File: src/rtl/tea_iterative_encryptor.sv
// Iterative TEA encryptor: one full round per enabled clock, valid/ready on both sides.
// Block/key layout matches the pipelined TEA decryptor so ciphertext feeds it directly.
//
// state | meaning
// IDLE  | waiting for a plaintext block; in_ready follows ena
// RUN   | one TEA round per enabled edge; input ignored
// DONE  | ciphertext held on outBlock64 until out_ready; may accept the next block on the same edge
module tea_iterative_encryptor #(
    parameter int          ROUNDS = 32,
    parameter logic [31:0] DELTA  = 32'h9E37_79B9
) (
    input  logic          clk,
    input  logic          rst,
    input  logic          ena,
    input  logic          in_valid,
    output logic          in_ready,
    input  logic [63:0]   inBlock64,
    input  logic [127:0]  key,
    output logic          out_valid,
    input  logic          out_ready,
    output logic [63:0]   outBlock64,
    output logic          busy
);

    typedef enum logic [1:0] {
        IDLE = 2'd0,
        RUN  = 2'd1,
        DONE = 2'd2
    } state_t;

    localparam logic [5:0] LAST_CNT = 6'(ROUNDS - 1);

    state_t        state, state_n;
    logic [31:0]   v0, v1, sum;
    logic [5:0]    cnt;
    logic [127:0]  key_q;
    logic          accept;
    logic          step;
    logic [31:0]   v0_n, v1_n;

    wire [31:0] k0 = key_q[31:0];
    wire [31:0] k1 = key_q[63:32];
    wire [31:0] k2 = key_q[95:64];
    wire [31:0] k3 = key_q[127:96];

    // The v1 half-round uses the freshly updated v0, so both halves fit in one cycle.
    always_comb begin
        v0_n = v0 + (((v1 << 4) + k0) ^ (v1 + sum) ^ ((v1 >> 5) + k1));
        v1_n = v1 + (((v0_n << 4) + k2) ^ (v0_n + sum) ^ ((v0_n >> 5) + k3));
    end

    always_comb begin
        state_n   = state;
        step      = 1'b0;
        in_ready  = ena & ((state == IDLE) | ((state == DONE) & out_ready));
        out_valid = ena & (state == DONE);
        busy      = (state == RUN);
        accept    = in_valid & in_ready;
        case (state)
            IDLE: begin
                if (accept) state_n = RUN;
            end
            RUN: begin
                if (ena) begin
                    step = 1'b1;
                    if (cnt == LAST_CNT) state_n = DONE;
                end
            end
            DONE: begin
                if (out_valid & out_ready) state_n = accept ? RUN : IDLE;
            end
            default: state_n = IDLE;
        endcase
    end

    always_ff @(posedge clk or posedge rst) begin
        if (rst) begin
            state <= IDLE;
        end else begin
            state <= state_n;
        end
    end

    always_ff @(posedge clk or posedge rst) begin
        if (rst) begin
            v0    <= '0;
            v1    <= '0;
            sum   <= '0;
            cnt   <= '0;
            key_q <= '0;
        end else if (accept) begin
            v0    <= inBlock64[31:0];
            v1    <= inBlock64[63:32];
            key_q <= key;
            sum   <= DELTA;
            cnt   <= '0;
        end else if (step) begin
            v0  <= v0_n;
            v1  <= v1_n;
            sum <= sum + DELTA;
            cnt <= cnt + 6'd1;
        end
    end

    assign outBlock64 = {v1, v0};

endmodule

File: config.mk
export PLATFORM = sky130hd
export DESIGN_NAME = tea_iterative_encryptor
export DESIGN_NICKNAME = d
export VERILOG_FILES = /design/src/rtl/tea_iterative_encryptor.sv
export SDC_FILE = /design/constraint.sdc
export NUM_CORES = 1
export LEC_CHECK = 0
export BUFFER_PORTS_ARGS = -buffer_cell sky130_fd_sc_hd__buf_4
export CAP_MARGIN = 20
export CORE_MARGIN = 3
export CORE_UTILIZATION = 55
export DETAILED_ROUTE_END_ITERATION = 16
export PLACE_DENSITY = 0.85
export SETUP_SLACK_MARGIN = 0.2
export SYNTH_ARGS = -nofsm -noshare
export SYNTH_HDL_FRONTEND = slang
export SYNTH_SLANG_ARGS = --single-unit
File: constraint.sdc
create_clock -name clk -period 10.48 [get_ports clk]
set_input_delay 0.524 -clock clk [delete_from_list [all_inputs] [get_ports clk]]
set_output_delay 0.524 -clock clk [all_outputs]
set_load 0.005 [all_outputs]
# After elaboration in Yosys (flattened, before gate mapping)
# Index checks and enable logic that the tools add are counted.
dict set report totals {
  word_cells 52
  in_bits 197
  reg_bits 232
  out_inout_bits 67
}
dict set report classes {
  bitwise 10
  n_eq_ne 7
  mux 16
  add_sub_neg 10
  reduce_logical 3
}
# operator n
set op_table {}
lappend op_table {{32-bit adder} 6}
lappend op_table {{32-bit 2-to-1 mux} 6}
lappend op_table {{32-bit XOR} 4}
lappend op_table {{27-bit by 32-bit adder with 32-bit output} 2}
lappend op_table {{32-bit adder (second input constant)} 1}
lappend op_table {{6-bit 2-to-1 mux} 2}
lappend op_table {{2-bit 2-to-1 mux} 4}
lappend op_table {{6-bit by 1-bit adder with 6-bit output (second input constant)} 1}
lappend op_table {{6-bit by 5-bit == test with 1-bit output (second input constant)} 1}
lappend op_table {{2-bit case mux with 3 select lines} 1}
lappend op_table {{1-bit AND} 5}
lappend op_table {{2-bit by 1-bit != test with 1-bit output (second input constant)} 2}
lappend op_table {{2-bit != test (second input constant)} 2}
lappend op_table {{4-bit AND reduction} 1}
lappend op_table {{1-bit 2-to-1 mux} 3}
lappend op_table {{2-bit by 1-bit == test with 1-bit output (second input constant)} 1}
lappend op_table {{2-bit == test (second input constant)} 1}
lappend op_table {{2-bit zero test} 1}
lappend op_table {{2-bit nonzero test} 1}
lappend op_table {{1-bit OR} 1}

# Longest topological paths before layout
# Gate-level depths: netlist of run 1.
dict set report logic_depth {
  word_depth 10
  depth_mapped 46
  ltp_nobuf 46
}

# Least setup slack after synthesis of run 1
# OpenSTA, ideal clock, no wires.
dict set report synth_path {
  path_type {register -> register}
  from {reg v1[5]}
  to {reg v1[31]}
  arrival_ps 8166
  synth_period_minus_slack_ps 8295
  required_time_ps 10351
  setup_slack_ps 2185
  n_path_buf 0
  path_stages_with_launch 43
  setup_ps 129
  cell_sequence {dfrtp_1 > ha_1 > fa_1 > a21o_1 > a21o_1 > a2111oi_0 > o21ai_0 > nand2b_1 > o21ai_0 > xnor2_1 > xnor2_1 > ha_1 > a21o_1 > a21oi_1 > nand4_1 > a41oi_1 > nor3b_1 > o31ai_1 > [7 not listed] > a41oi_1 > o21ai_1 > a21oi_1 > inv_1 > a21oi_1 > xnor2_1 > ha_1 > a21o_1 > a21o_1 > a21o_1 > a21oi_1 > o31ai_1 > a21oi_1 > xnor3_1 > xnor3_1 > xor2_1 > xnor2_1 > o21ai_1}
}
dict set report synth_via {
  elab_chain_len 10
  word_cells_on_any_way 14
  cone_classes {add/sub (8); mux (2); bitwise (4)}
}
# item line_no
set synth_lines {}
lappend synth_lines {{from (decl)} 34} ;# logic [31:0] v0, v1, sum;
lappend synth_lines {{from (signal assigned)} 93} ;# v1 <= inBlock64[63:32];
lappend synth_lines {{from (signal assigned)} 99} ;# v1 <= v1_n;
lappend synth_lines {{32-bit adder} 48} ;# v0_n = v0 + (((v1 << 4) + k0) ^ (v1 + sum) ^ ((v1 >> 5) + k1));
lappend synth_lines {{32-bit XOR (2 in a row)} 48}
lappend synth_lines {{32-bit adder} 48}
lappend synth_lines {{32-bit adder} 49} ;# v1_n = v1 + (((v0_n << 4) + k2) ^ (v0_n + sum) ^ ((v0_n >> 5) + k3));
lappend synth_lines {{32-bit XOR (2 in a row)} 49}
lappend synth_lines {{32-bit adder *} 49}
lappend synth_lines {{32-bit 2-to-1 mux *} 97} ;# end else if (step) begin
lappend synth_lines {{32-bit 2-to-1 mux *} 91} ;# end else if (accept) begin
# Every way passes the cells marked *; elsewhere a longest branch is shown, timed or not. The select of a mux whose other input is x is not followed.
# A chain may end at the register's enable or synchronous reset.

# Worst setup path in the final report of run 1
# Ends and elaborated chain as after synthesis.

==> results of run 1 <==
final cells by class:
type                    instances  area share, %
inverters                      56          0.877
clock inverters                19          0.958
well taps                     511           2.58
flip-flops and latches        232           23.4
multi-input cells            2211           60.9
clock buffers                  31           2.94
repair buffers                276           8.35
worst max-delay path: cells and delay by family, from the launching register on:
kind,cells,cell delay [ns]
flops,1,0.46
compound gates,23,4.72
mux,1,0.39
buf+inv,1,0.08
fa+ha+maj,5,1.75
xor+xnor,7,1.53
simple gates,5,0.69
metal layers:
metal / routed length, um / part of all wire, % / up-vias
li1: - / - / 9561
met1: 30700 / 45 / 9840
met2: 30200 / 44 / 977
met3: 5960 / 8.7 / 129
met4: 1910 / 2.8 / 0
met5: 0 / 0 / -
placed cells by master (no fill, tap or decap), types with 74 or more instances in the layout:
cell type and n:
a21oi_1 193, xnor2_1 290, o21ai_0 140, ha_1 247, dfrtp_1 232, xor2_1 74
buf_4 276, a21o_1 110, nand2_1 549, nor2_1 94
worst paths after layout:
kind / slack, ns / depth (start not counted) / endpoint / from
setup / recovery: 0.70 / 42 / v1[31] / v1[5]
hold reg to reg: 0.46 / 1 / state[1] / state[0]
min in group clk: 0.14 / 3 / key_q[82] / key[82]
hold / removal: 0.06 / 2 / cnt[5] / rst
max in group asynchronous: 8.12 / 4 / v1[0] / rst
setup reg to reg: 0.70 / 42 / v1[31] / v1[5]
metrics by stage:
step	std cells	worst slack (ns)	cell area, sq um	util, %	hold slack, ns
global route	3336	0.215	24800	65.4	0.112
global placement	3286	0.787	23800	62.7	0.444
finish	3336	0.696	24800	65.4	0.0572
CTS	3336	0.493	24800	65.3	0.0704
floorplan	2559	2.18	21300	-	0.435
detailed placement	3286	0.535	23800	62.7	0.450
registers in the layout (all words and copies together), names as in the netlist:
signal,count
cnt,6
key_q,128
state,2
sum,32
v0,32
v1,32
repair_timing:
item / 4_1_cts / 5_1_grt
endpoints found under the setup margin: 0 / 3
gates resized for setup: 0 / 8
setup buffers: 0 / 0
logic make-up (layout without fill, tap and decap cells):
group,after synthesis,after routing
DFF,232,232
buffers and inverters,116,382
muxes,1,1
adders and majority gates,255,255
AOI/OAI and AO/OA,704,704
and+or+nand+nor,876,876
xor gates and xnor gates,375,375
==> impl_metrics.tcl, run 1 <==
set metrics [dict create \
    synth-adder-area-share_pct 15.3 \
    antenna_found_initial 0 \
    critical_path_class "reg -> reg" \
    place.gp.congestion 0.981 \
    period_share_pct 93.4 \
    multi_input_area_sq_um 15100 \
    synth_xor_area_share_pct 15.9 \
    cp-start-kind "register" \
    synth_flop_cell "dfrtp_1" \
    start_util_pct 56.1 \
    finalHoldViolations 0 \
    clkSlewWorstSetupHoldPaths_ns 0.06 \
    ant_nets 0 \
    synth_compound_area_share_pct 21.6 \
    clkLatencyLatePin_ns 0.58 \
    synth-seq-cells 232 \
    syn_inst 2559 \
    use_met2_pct 50.8 \
    htreeDepth 1 \
    slowest_delay_ns 0.46 \
    yosysSeqAreaShare_pct 27.3 \
    synth_edf_count 0 \
    cts_tree "yes" \
    gr-usage-met3_pct 4.65 \
    yosys.area_share.simple_pct 17.9 \
    io_buffers 263 \
    grt_pass1_wl_um 108000 \
    first_global_vias 20036 \
    nFillCells 3152 \
    min_path_type "in -> async" \
    synth.largest_area_cell "dfrtp_1" \
    syn_area_sq_um 21300 \
    rsz0062_at_grt "no" \
    drive_gt1_share_pct 12.9 \
    status "finished, final reports clean" \
    worst_slew_pin_slew_ns 0.951 \
    yosysWarnings 0 \
    wire_per_inst_um 20.6 \
    crit_required_ns 10.91 \
    clock_skew_ns 0.0142 \
    cts_buffers 27 \
    min_period_ns 9.78 \
    syn_area_per_cell_sq_um 8.32 \
    use_met1_pct 47.5 \
    arrival_ns 10.21 \
    synth_top_family_by_area "compound AO/OA/AOI/OAI gates" \
    synth_common_cells "nand2_1, xnor2_1, ha_1, dfrtp_1, a21oi_1" \
    slowest_stage "dfrtp_1" \
    detail_route.vias_per_cell 6.15 \
    num_vias 20507 \
    grtUsageTotal_pct 32.5 \
    dp.final_hpwl_um 53400 \
    drc 0 \
    syn_to_final_growth_pct 16.6 \
    first_pass_iters 9 \
    die_w_um 203 \
    postCtsHoldBufs 0 \
    setup_violations 0 \
    slew_violations 0 \
    synth_most_common_cell "nand2_1" \
    root_buffer "clkbuf_16" \
    max_freq_ghz 0.102 \
    synth-async-reset-ratio_pct 100 \
    syn_nets 3011 \
    dieArea_sq_um 41100 \
    core-area_sq_um 37900 \
    cts.path.max_buffers 3 \
    cp-end-kind "register" \
    grt-ovfl-total 0 \
    drt_wl_total_um 68700 \
    nets 3256 \
    grt_max_degree 97 \
    yosys-top-cells-area "dfrtp_1, ha_1, xnor2_1, nand2_1, a21oi_1" \
    dieHeight_um 203 \
    finalSetupTns_ns 0 \
    rows 71 \
    slew_headroom_pct 36.6 \
    synth_top_area_share_pct 27.3 \
    muxShareOfSynthArea_pct 0.0529 \
    diodes 0 \
    ys_types 76 \
    regArea_sq_um 5810 \
    cts.sinks 232 \
    ios 264 \
    critPathMaxFanout 6 \
    maxCapViolations 0 \
    dr.first_iter.drc_count 1986 \
    globalRoute.busiestLayer "met2" \
]
Power of run 1 is left out: the tool's default activity adds up to more than one toggle a clock period on the data nets, which glitch-free logic cannot reach.
==> run 2: changes to the inputs <==
- GPL_TIMING_DRIVEN: default -> 0
- RECOVER_POWER: default -> 25
- TNS_END_PERCENT: default -> 30
==> impl_metrics.tcl, run 2 (synthesis results as in run 1) <==
set metrics [dict create \
    first_global_vias 20141 \
    core-area_sq_um 37900 \
    crit_required_ns 10.91 \
    die_w_um 203 \
    first_pass_iters 5 \
    largest_reg_flops 128 \
    finalNonFillerCells 3397 \
    diodes 0 \
    slew_headroom_pct -166 \
    cp-start-kind "register" \
    layout_commonest_cell "nand2_1" \
    htreeDepth 1 \
    final_util_pct 66.2 \
    rows 71 \
    grt_max_degree 94 \
    grt-ovfl-total 0 \
    cts_buffers 28 \
    grtUsageTotal_pct 34.2 \
    dp.final_hpwl_um 58500 \
    place.gp.congestion 0.978 \
    dieArea_sq_um 41100 \
    ios 264 \
    dieHeight_um 203 \
    max_freq_ghz 0.101 \
    period_share_pct 94.7 \
    crit_family "compound AO/OA/AOI/OAI gates" \
    critPathMaxFanout 6 \
    critPathBufInv 0 \
    layout_common_cells "nand2_1, xnor2_1, buf_4" \
    detail_route.vias_per_cell 6.10 \
    grt_pass1_wl_um 111000 \
    cts.path.max_buffers 3 \
    dr.first_iter.drc_count 1599 \
    wire_per_inst_um 21.4 \
    slowest_stage "dfrtp_1" \
    num_vias 20737 \
    ant_nets 0 \
    cts_tree "yes" \
    slew_violations 142 \
    nets 3320 \
    maxCapViolations 2 \
    root_buffer "clkbuf_16" \
    dpl.cell_count 3335 \
    clkLatencyLatePin_ns 0.58 \
    violations "max-capacitance violations, max-slew violations" \
    nFillCells 3165 \
    drive_gt1_share_pct 13.0 \
    start_util_pct 56.1 \
    drt_wl_total_um 72800 \
    finalHoldViolations 0 \
    whs_ns 0.138 \
    io_buffers 263 \
    status "finished with violations" \
    arrival_ns 10.36 \
    cpMostUsedCell "a21o_1" \
    syn_to_final_growth_pct 18.0 \
    slowest_delay_ns 0.50 \
    min_path_type "in -> reg" \
    worst_slew_pin_slew_ns 3.99 \
    top_register "key_q" \
    critical_path_class "reg -> reg" \
    cts.sinks 232 \
    cp-end-kind "register" \
    drc 0 \
    antenna_found_initial 0 \
    rsz0062_at_grt "no" \
    clkSlewWorstSetupHoldPaths_ns 0.06 \
    min_period_ns 9.93 \
    setup_violations 0 \
    clock_skew_ns 0.0136 \
]
run 2: cell count changes in the layout (fill, tap and decap cells not counted), sizes merged:
cell	delta
inv	-2
dlygate4sd3	+1
clkbuf	+60
buf	+9
bufinv	-4
clkinv	-3
run 2: worst paths after layout:
path,startpoint,end,slack [ns],cells after the start
hold / removal,key[110],key_q[110],0.14,3
min in group asynchronous,rst,key_q[68],1.40,3
max in group asynchronous,rst,key_q[127],4.29,4
setup / recovery,v1[5],v1[31],0.55,40
hold reg to reg,state[0],state[1],0.48,1
setup reg to reg,v1[5],v1[31],0.55,40
run 2: through the flow:
step	setup TNS (ns)	instance area (sq um)	setup WS (ns)
after floorplan	0	21300	2.18
after global placement	-0.127	23900	-0.127
after detailed placement	-0.125	24000	-0.125
after CTS	0	24900	0.268
after global routing	0	25100	0.165
final	0	25100	0.551
run 2: routing by layer:
layer	vias to the layer above	part of all wire (%)	track usage, %
li1	9715	-	-
met4	0	4.6	13.1
met3	179	7.7	4.23
met5	-	0	0
met2	946	45	55.9
met1	9897	42	46.7
run 2: layout make-up:
type	count	area [sq um]	share of cell area, %
Inverter	56	211	0.842
Clock inverter	10	86.3	0.344
Sequential cell	232	5810	23.1
Clock buffer	38	800	3.18
Tap cell	511	639	2.55
Buffer	60	225	0.897
Multi-Input combinational cell	2211	15200	60.6
Timing Repair Buffer	279	2110	8.42
run 2: timing repair:
action / 4_1_cts / 5_1_grt
pin swaps: 0 / 10
resized for setup: 6 / 27
hold buffers: 1 / 0
buffers inserted: 0 / 13
setup endpoints to repair: 1 / 4
endpoints found under the hold margin: 6 / 0
run 2: worst reg2reg max path, delay by kind of cell (launching register included):
family / cells / cell delay, ns
xor gates and xnor gates: 9 / 2.19
AOI/OAI and AO/OA: 19 / 4.44
adders and majority gates: 5 / 1.83
DFF: 1 / 0.50
and+or+nand+nor: 7 / 0.85
Power of run 2 is left out for the same reason.
